--- config.mk ---
export PLATFORM = sky130hd
export DESIGN_NAME = sprint_race_ctrl
export DESIGN_NICKNAME = d
export VERILOG_FILES = /design/src/rtl/crono_pkg.sv /design/src/rtl/tick_gen.sv /design/src/rtl/sprint_race_ctrl.sv
export SDC_FILE = /design/constraint.sdc
export NUM_CORES = 1
export LEC_CHECK = 0
export BUFFER_PORTS_ARGS = -buffer_cell sky130_fd_sc_hd__buf_2
export CELL_PAD_IN_SITES_DETAIL_PLACEMENT = 0
export CELL_PAD_IN_SITES_GLOBAL_PLACEMENT = 1
export CORE_MARGIN = 2
export CORE_UTILIZATION = 35
export DETAILED_ROUTE_END_ITERATION = 6
export GPL_ROUTABILITY_DRIVEN = 0
export GPL_TIMING_DRIVEN = 1
export PLACE_DENSITY = 0.72
export SYNTH_ARGS = -nofsm -noshare
export SYNTH_HDL_FRONTEND = slang
export SYNTH_HIERARCHICAL = 1
export SYNTH_SLANG_ARGS = --single-unit
--- constraint.sdc ---
create_clock -name clk -period 3.6 [get_ports clk]
set_clock_uncertainty 0.1 [all_clocks]
set_input_delay 0.36 -clock clk [delete_from_list [all_inputs] [get_ports clk]]
set_output_delay 0.36 -clock clk [all_outputs]
set_load 0.005 [all_outputs]
--- src/rtl/crono_pkg.sv ---
// Shared definitions for the sprint stopwatch: state codes, default clocking and width helper.
package crono_pkg;
  localparam logic [2:0] ST_IDLE  = 3'd0;
  localparam logic [2:0] ST_SET   = 3'd1;
  localparam logic [2:0] ST_RUN   = 3'd2;
  localparam logic [2:0] ST_FIN   = 3'd3;
  localparam logic [2:0] ST_FALSE = 3'd4;

  typedef enum logic [2:0] {
    S_IDLE  = ST_IDLE,
    S_SET   = ST_SET,
    S_RUN   = ST_RUN,
    S_FIN   = ST_FIN,
    S_FALSE = ST_FALSE
  } state_t;

  localparam int DEF_CLK_FREQ = 25_000_000;
  localparam int DEF_TICK_HZ  = 100;

  function automatic int tw_of(input int max_cnt);
    return (max_cnt < 1) ? 1 : $clog2(max_cnt + 1);
  endfunction
endpackage

--- src/rtl/tick_gen.sv ---
// Timing prescaler: emits a one-cycle wrap pulse every TICK_DIV enabled cycles.
module tick_gen #(
  parameter int CLK_FREQ = crono_pkg::DEF_CLK_FREQ,
  parameter int TICK_HZ  = crono_pkg::DEF_TICK_HZ
) (
  input  logic clk,
  input  logic rst,
  input  logic clr,
  input  logic en,
  output logic tick
);
  localparam int TICK_DIV = CLK_FREQ / TICK_HZ;
  localparam int PW       = (TICK_DIV > 1) ? $clog2(TICK_DIV) : 1;

  logic [PW-1:0] cnt;

  assign tick = en & (cnt == PW'(TICK_DIV - 1));

  always_ff @(posedge clk) begin
    if (rst || clr)  cnt <= '0;
    else if (en)     cnt <= tick ? '0 : cnt + 1'b1;
  end
endmodule

--- src/rtl/sprint_race_ctrl.sv ---
// Sprint stopwatch sequencer: arms on start, times the race in ticks, flags false starts
// and captures the reaction time when the athlete leaves the blocks.
module sprint_race_ctrl
  import crono_pkg::*;
#(
  parameter int CLK_FREQ = DEF_CLK_FREQ,
  parameter int TICK_HZ  = DEF_TICK_HZ,
  parameter int SET_MS   = 2000,
  parameter int MAX_CNT  = 99_999,
  localparam int TW      = tw_of(MAX_CNT)
) (
  input  logic          clk,
  input  logic          rst,
  input  logic          btn_start,
  input  logic          btn_reset,
  input  logic          block_sensor,
  input  logic          finish_sensor,
  output logic [TW-1:0] time_cnt,
  output logic [TW-1:0] reaction_cnt,
  output logic          reaction_vld,
  output logic [2:0]    state_o,
  output logic          tick,
  output logic          finished,
  output logic          false_start,
  output logic          overflow
);
  localparam int SET_CYC = (CLK_FREQ / 1000) * SET_MS;
  localparam int SW      = (SET_CYC > 1) ? $clog2(SET_CYC) : 1;

  state_t        state, state_n;
  logic [SW-1:0] set_cnt;
  logic          start_q, reset_q, block_q, finish_q;
  logic          rise_start, rise_reset, rise_finish, rel;
  logic          tick_raw, sat, set_done;

  // History resets high so a level held through reset never reads as an edge.
  always_ff @(posedge clk) begin
    if (rst) begin
      start_q  <= 1'b1;
      reset_q  <= 1'b1;
      block_q  <= 1'b1;
      finish_q <= 1'b1;
    end else begin
      start_q  <= btn_start;
      reset_q  <= btn_reset;
      block_q  <= block_sensor;
      finish_q <= finish_sensor;
    end
  end

  assign rise_start  = btn_start & ~start_q;
  assign rise_reset  = btn_reset & ~reset_q;
  assign rise_finish = finish_sensor & ~finish_q;
  assign rel         = ~block_sensor & block_q;
  assign sat         = (time_cnt == TW'(MAX_CNT));
  assign set_done    = (set_cnt == SW'(SET_CYC - 1));

  tick_gen #(.CLK_FREQ(CLK_FREQ), .TICK_HZ(TICK_HZ)) u_tick (
    .clk  (clk),
    .rst  (rst),
    .clr  (state == S_SET),
    .en   (state == S_RUN),
    .tick (tick_raw)
  );

  // The saturating wrap ends the race instead of counting, so it is not reported as a tick.
  assign tick    = tick_raw & ~sat;
  assign state_o = state;

  always_ff @(posedge clk) begin
    if (rst) state <= S_IDLE;
    else     state <= state_n;
  end

  always_comb begin
    state_n = state;
    if (rise_reset) state_n = S_IDLE;
    else begin
      case (state)
        S_IDLE:  if (rise_start && block_sensor) state_n = S_SET;
        S_SET:   if (rel) state_n = S_FALSE;
                 else if (set_done) state_n = S_RUN;
        S_RUN:   if (rise_finish || (tick_raw && sat)) state_n = S_FIN;
        S_FIN, S_FALSE: ;
        default: state_n = S_IDLE;
      endcase
    end
  end

  always_ff @(posedge clk) begin
    if (rst || rise_reset) begin
      time_cnt     <= '0;
      reaction_cnt <= '0;
      reaction_vld <= 1'b0;
      finished     <= 1'b0;
      false_start  <= 1'b0;
      overflow     <= 1'b0;
      set_cnt      <= '0;
    end else begin
      case (state)
        S_IDLE: begin
          time_cnt <= '0;
          set_cnt  <= '0;
        end
        S_SET: begin
          set_cnt <= set_cnt + 1'b1;
          if (rel) false_start <= 1'b1;
        end
        S_RUN: begin
          if (tick_raw) begin
            if (sat) begin
              overflow <= 1'b1;
              finished <= 1'b1;
            end else begin
              time_cnt <= time_cnt + 1'b1;
            end
          end
          if (rise_finish) finished <= 1'b1;
          // Reaction records the pre-tick count of the cycle the blocks were released.
          if (rel && !reaction_vld) begin
            reaction_cnt <= time_cnt;
            reaction_vld <= 1'b1;
          end
        end
        default: ;
      endcase
    end
  end
endmodule

# After elaboration in Yosys (flattened, before gate mapping)
# Cells that the tools add are included.
# Widths: inputs -> output; s select.
[classes]
addsub = 3
n_eq_ne = 12
mux = 13
n_bitwise = 12
n_reduce_logical = 20
[ops]
columns = ["op", "count"]
rows = [
  ["$pmux 26 s2", 1],
  ["$mux 17", 2],
  ["$pmux 17 s2", 1],
  ["$add 26x1->26 const B", 1],
  ["$eq 26x26->1 const B", 1],
  ["$add 18x1->18 const B", 1],
  ["$eq 18x18->1 const B", 1],
  ["$mux 18", 1],
  ["$add 17x1->17 const B", 1],
  ["$eq 17x17->1 const B", 1],
  ["$mux 3", 4],
  ["$pmux 3 s4", 1],
  ["$reduce_and 3->1", 3],
  ["$ne 2x2->1 const B", 4],
  ["$reduce_bool 2->1", 4],
  ["$and 1x1->1", 6],
  ["$eq 3x2->1 const B", 2],
  ["$not 1->1", 6],
  ["$reduce_and 2->1", 2],
  ["$reduce_and 4->1", 1],
  ["$reduce_or 2->1", 2],
  ["$eq 3x1->1 const B", 1],
  ["$eq 3x3->1 const B", 1],
  ["$logic_and 1x1->1", 3],
  ["5 further kinds", 9],
]
[totals]
reg_bits = 89
input_bits = 6
wordCells = 73

# Depth between registers and ports, before layout
[depth]
ltp_word = 6
mapped_depth = 13
depth_no_buf = 10

# Cells and area by module
# The synthesis kept the hierarchy.
[modules_own_cells]
columns = ["module", "n_inst", "cells_each", "area_each_um2"]
rows = [
  ["sprint_race_ctrl", 1, 385, 3175.5],
  ["tick_gen", 1, 102, 903.4],
]

# Worst setup path after synthesis
# No wires, ideal clock.
[synth_path]
kind = "register -> register"
start = "reg state[2], in the netlist state_o[2]"
end = "reg time_cnt[16]"
setup_time_ns = 0.071
arrival_ns = 2.682
slack_ns = 0.747
stages_incl_launch_ff = 13
synth_period_minus_slack_ns = 2.853
path_cell_list = "dfxtp_1 -> buf_6 -> nor2_2 -> nand2_1 -> inv_1 -> and4_1 -> nand4_1 -> nor2_1 -> clkbuf_1 -> o211ai_1 -> a21o_1 -> or4_1 -> a21oi_1"
[synth_via]
elab_chain_cells = 4
word_cells_on_any_way = 8
classes_between = "eq/ne: 3; mux: 1; bitwise: 1; reduce/logical: 3"
[synth_rtl]
columns = ["item", "line_no", "source"]
rows = [
  ["start, declared", "sprint_race_ctrl.sv:30", "state_t state, state_n;"],
  ["start signal, assigned", "sprint_race_ctrl.sv:72", "else state <= state_n;"],
  ["$eq 3x2->1", "sprint_race_ctrl.sv:62", ".en (state == S_RUN),"],
  ["$and 1x1->1", "tick_gen.sv:17", "assign tick = en & (cnt == PW'(TICK_DIV - 1));"],
  ["via tick_raw", "sprint_race_ctrl.sv:34", "logic tick_raw, sat, set_done;"],
  ["$ne 2x2->1 (no source line)", "n/a", ""],
  ["$reduce_and 3->1 (no source line)", "n/a", ""],
  ["end signal, assigned", "sprint_race_ctrl.sv:115", "time_cnt <= time_cnt + 1'b1;"],
  ["end, declared", "sprint_race_ctrl.sv:18", "output logic [TW-1:0] time_cnt,"],
]
# The timed path passes the listed nets, and every way through them passes these cells.
# A chain may end at the register's enable or synchronous reset.

# Worst setup path in the final report
# Ends and elaborated chain as after synthesis.

==> Flow_metrics.wiki <==
{| class="wikitable"
! Metric !! Value
|-
| Result of the run || finished, final reports clean
|-
| Count of buffers added by post-CTS timing repair for setup || 0
|-
| Clock tree from TritonCTS || built
|-
| Post-CTS resize count || 0
|-
| Global-route wire length before repair || 17000 um
|-
| Number of antenna violations at the first check in global routing || 0
|-
| Tcrit/Tclk final || 85.8%
|-
| Worst setup EP type || register
|-
| Number of ports placed on the die boundary || 48
|-
| Maximum operating frequency || 0.324 GHz
|-
| Register-to-Register Setup Slack || 0.51 ns
|-
| Final number of max-transition violations || 0
|-
| Leakage power figure || 0.00168 uW
|-
| Worst slew slack as a fraction of its limit || 49.8%
|-
| Post-Route WL || 9970 um
|-
| Origin of the critical flop-to-flop path || state_o[2]$_SDFFE_PP0P_
|-
| Unrepaired setup endpoints after global routing || false
|-
| Final count of hold timing violations || 0
|-
| Async S/R FF share, synth || 0%
|-
| Area of the die || 0.0125 mm^2
|-
| GRT Resource Usage Total || 16.5%
|-
| Maximum fanout along the worst path || 9
|-
| Startpoint kind of the worst setup timing path || register
|-
| End of the worst register-to-register path || time_cnt[16]$_SDFFE_PP0P_
|-
| Peak ir drop on the vdd network || 292 uV
|-
| Number of synthesis warnings || 6
|-
| Share of the synthesized area in the top cell type || 43.7%
|-
| Number of maximum-capacitance constraint violations || 0
|-
| Number of diodes || 0
|-
| Maximum number of pins on one net before global-route repair || 48
|-
| Post-route non-filler standard cell count || 674
|-
| Clock sinks || 89
|-
| Initial core utilization || 35.7%
|-
| Latest clock arrival within the worst-skew pair || 0.34 ns
|-
| Register cell area after layout || 0.00178 mm^2
|-
| Mean area per synthesized cell || 8.38 um^2
|-
| Num rows || 39
|-
| End point of the worst hold path || start_q$_SDFF_PP1_
|-
| Critical Setup Path Class || reg2reg
|-
| Biggest area contributors in the synthesized netlist || sky130_fd_sc_hd__dfxtp_1, sky130_fd_sc_hd__nand2_1, sky130_fd_sc_hd__a21oi_1
|-
| Most common cell in the synthesized netlist || sky130_fd_sc_hd__dfxtp_1
|-
| Post-synth top cells || sky130_fd_sc_hd__dfxtp_1, sky130_fd_sc_hd__nand2_1, sky130_fd_sc_hd__a21oi_1, sky130_fd_sc_hd__nor2_1, sky130_fd_sc_hd__nand3_1
|-
| Path class of the lowest-slack min-delay path || in2reg
|-
| Number of buffers inserted by hold repair at cts || 0
|-
| Vias in the first global route || 3412
|-
| Final critical delay including setup and external delays || 3.09 ns
|-
| Hold depth || 2
|-
| Number of different library cells in the post-synthesis netlist || 53
|-
| Placed wire-length estimate || 6980 um
|-
| Post-route cell area || 0.00473 mm^2
|-
| Actual transition at the worst max-transition pin || 0.752 ns
|-
| Detailed-route vias per instance || 5.36
|-
| Origin of the worst min-delay path || btn_start
|-
| Die Y-Extent || 112 um
|-
| Area added between synthesis and finish || 16.0%
|-
| Number of routed nets with antenna violations || 0
|-
| Sum of negative setup slack || 0 ns
|-
| Chip width || 112 um
|-
| Flop and latch count out of synthesis || 89
|-
| Arrival time at the worst endpoint || 3.26 ns
|-
| Post-DP Area || 0.00441 mm^2
|-
| # nets final || 535
|-
| IO Port Bufs || 47
|-
| Number of setup violations in the final report || 0
|-
| Core outline area || 0.0114 mm^2
|-
| Number of instances in the placed design || 658
|-
| Post-synthesis cell area || 0.00408 mm^2
|-
| Synthesized instance count || 487
|-
| Required time at the endpoint of the critical path || 3.77 ns
|-
| Aggregate global routing overflow || 0
|-
| Number of nets in the synthesized netlist || 496
|-
| Overall Power || 2090 uW
|-
| Clock tree root driver cell || sky130_fd_sc_hd__clkbuf_16
|-
| Library cell with the largest summed area after synthesis || sky130_fd_sc_hd__dfxtp_1
|-
| Average detailed-routed wire length per instance || 14.8 um
|-
| Hold WS || 0.138 ns
|-
| Final-layout fill cell count || 1177
|-
| Number of detailed-routing iterations run before antenna repair || 4
|-
| Power density cells || 442 mW/mm^2
|-
| Clock buffer count from CTS || 9
|-
| Post-synth EDFFs || 0
|-
| Depth of the worst register-to-register path || 10
|-
| Overall via count from detail_route || 3615
|-
| Sequential cell area fraction in the yosys report || 43.7%
|-
| H-Tree Depth || 3
|-
| Top_reg_cell synth || sky130_fd_sc_hd__dfxtp_1
|-
| Multi-input gate area in the final layout || 0.00213 mm^2
|-
| Share of layout cells above drive strength 1 || 16.2%
|-
| DR DRC count || 0
|-
| 1st-iter DRT viols || 176
|-
| Clock transition time at the flip-flop clock pins of the worst setup and hold paths || 0.07 ns
|-
| Buffer levels on the longest clock path || 2
|}
## worst max-delay path: stages (launching register included)
cell	delay (ns)
sky130_fd_sc_hd__dfxtp_1	0.39
sky130_fd_sc_hd__nor2_2	0.33
sky130_fd_sc_hd__nand2_1	0.16
sky130_fd_sc_hd__inv_1	0.09
sky130_fd_sc_hd__and4_1	0.22
sky130_fd_sc_hd__nand4_1	0.19
sky130_fd_sc_hd__nor2_1	0.42
sky130_fd_sc_hd__o211ai_1	0.20
sky130_fd_sc_hd__a21o_1	0.28
sky130_fd_sc_hd__or4_1	0.49
sky130_fd_sc_hd__a21oi_1	0.15
## power breakdown
group          internal (uW)  leakage, uW  switching (uW)  total [uW]
Combinational           21.0     0.000809            65.7        86.7
Sequential               991     0.000718            6.90         998
Clock                    608     0.000152             399        1010
## cell usage in the layout, fill, tap and decap left out, types with 9 or more instances in the layout
cell type	synthesis	layout
sky130_fd_sc_hd__dfxtp_1	89	89
sky130_fd_sc_hd__nand2_1	62	62
sky130_fd_sc_hd__buf_2	6	47
sky130_fd_sc_hd__a21oi_1	44	44
sky130_fd_sc_hd__nor2_1	44	44
sky130_fd_sc_hd__nand3_1	31	31
sky130_fd_sc_hd__nand4_1	18	18
sky130_fd_sc_hd__xnor2_1	16	16
sky130_fd_sc_hd__o21ai_0	14	14
sky130_fd_sc_hd__or3_1	13	13
sky130_fd_sc_hd__inv_1	11	11
sky130_fd_sc_hd__and3_1	10	10
sky130_fd_sc_hd__nor3_1	9	9
sky130_fd_sc_hd__clkbuf_16	0	9
## how the worst max path moves through the flow
stage | startpoint | endpoint | slack [ns] | cells after the start
final | state_o[2]$_SDFFE_PP0P_ | time_cnt[16]$_SDFFE_PP0P_ | 0.51 | 10
after global routing | state_o[2]$_SDFFE_PP0P_ | time_cnt[16]$_SDFFE_PP0P_ | 0.20 | 10
after CTS | state_o[2]$_SDFFE_PP0P_ | time_cnt[16]$_SDFFE_PP0P_ | 0.53 | 10
after detailed placement | state_o[2]$_SDFFE_PP0P_ | time_cnt[16]$_SDFFE_PP0P_ | 0.56 | 10
after global placement | state_o[2]$_SDFFE_PP0P_ | time_cnt[16]$_SDFFE_PP0P_ | 0.64 | 10
after floorplan | state_o[2]$_SDFFE_PP0P_ | time_cnt[16]$_SDFFE_PP0P_ | 0.75 | 12
## through the flow
step	setup slack, ns	util (%)
global placement	0.645	38.6
CTS	0.531	41.4
detailed placement	0.564	38.6
global route	0.196	41.4
finish	0.512	41.4
floorplan	0.747	-
## cells by family after synthesis
logic type	Yosys count	synth area share, %
adder cells (fa/ha/maj)	3	0.920
XOR/XNOR	19	4.08
multiplexers	4	1.07
flip-flops	89	43.7
AND/OR/NAND/NOR	237	31.2
AO/OA/AOI/OAI	99	15.0
buffers and inverters	36	4.08
## cell type report
type,instances,share of cell area (%)
sequential,89,37.7
inverter,12,0.979
clock buffer,9,4.76
multi-input combinational,362,45.1
clock inverter,7,1.98
timing repair buffer,52,5.77
tap,143,3.78
## per-layer routing
layer  global-route usage, %  vias to the layer above  wire, um
li1                        -                     1843         -
met1                    21.4                     1706      4790
met2                    26.7                       54      4670
met3                    4.03                       12       342
met4                    6.26                        0       166
met5                       0                        -         0
## registers in the layout, summed over array words and instances (netlist names)
signal / cells
reaction_cnt: 17
time_cnt: 17
start_q: 1
overflow: 1
state_o: 3
finished: 1
u_tick/cnt: 18
block_q: 1
reset_q: 1
finish_q: 1
set_cnt: 26
false_start: 1
reaction_vld: 1
No activity file was read; power rests on OpenSTA's default activity.
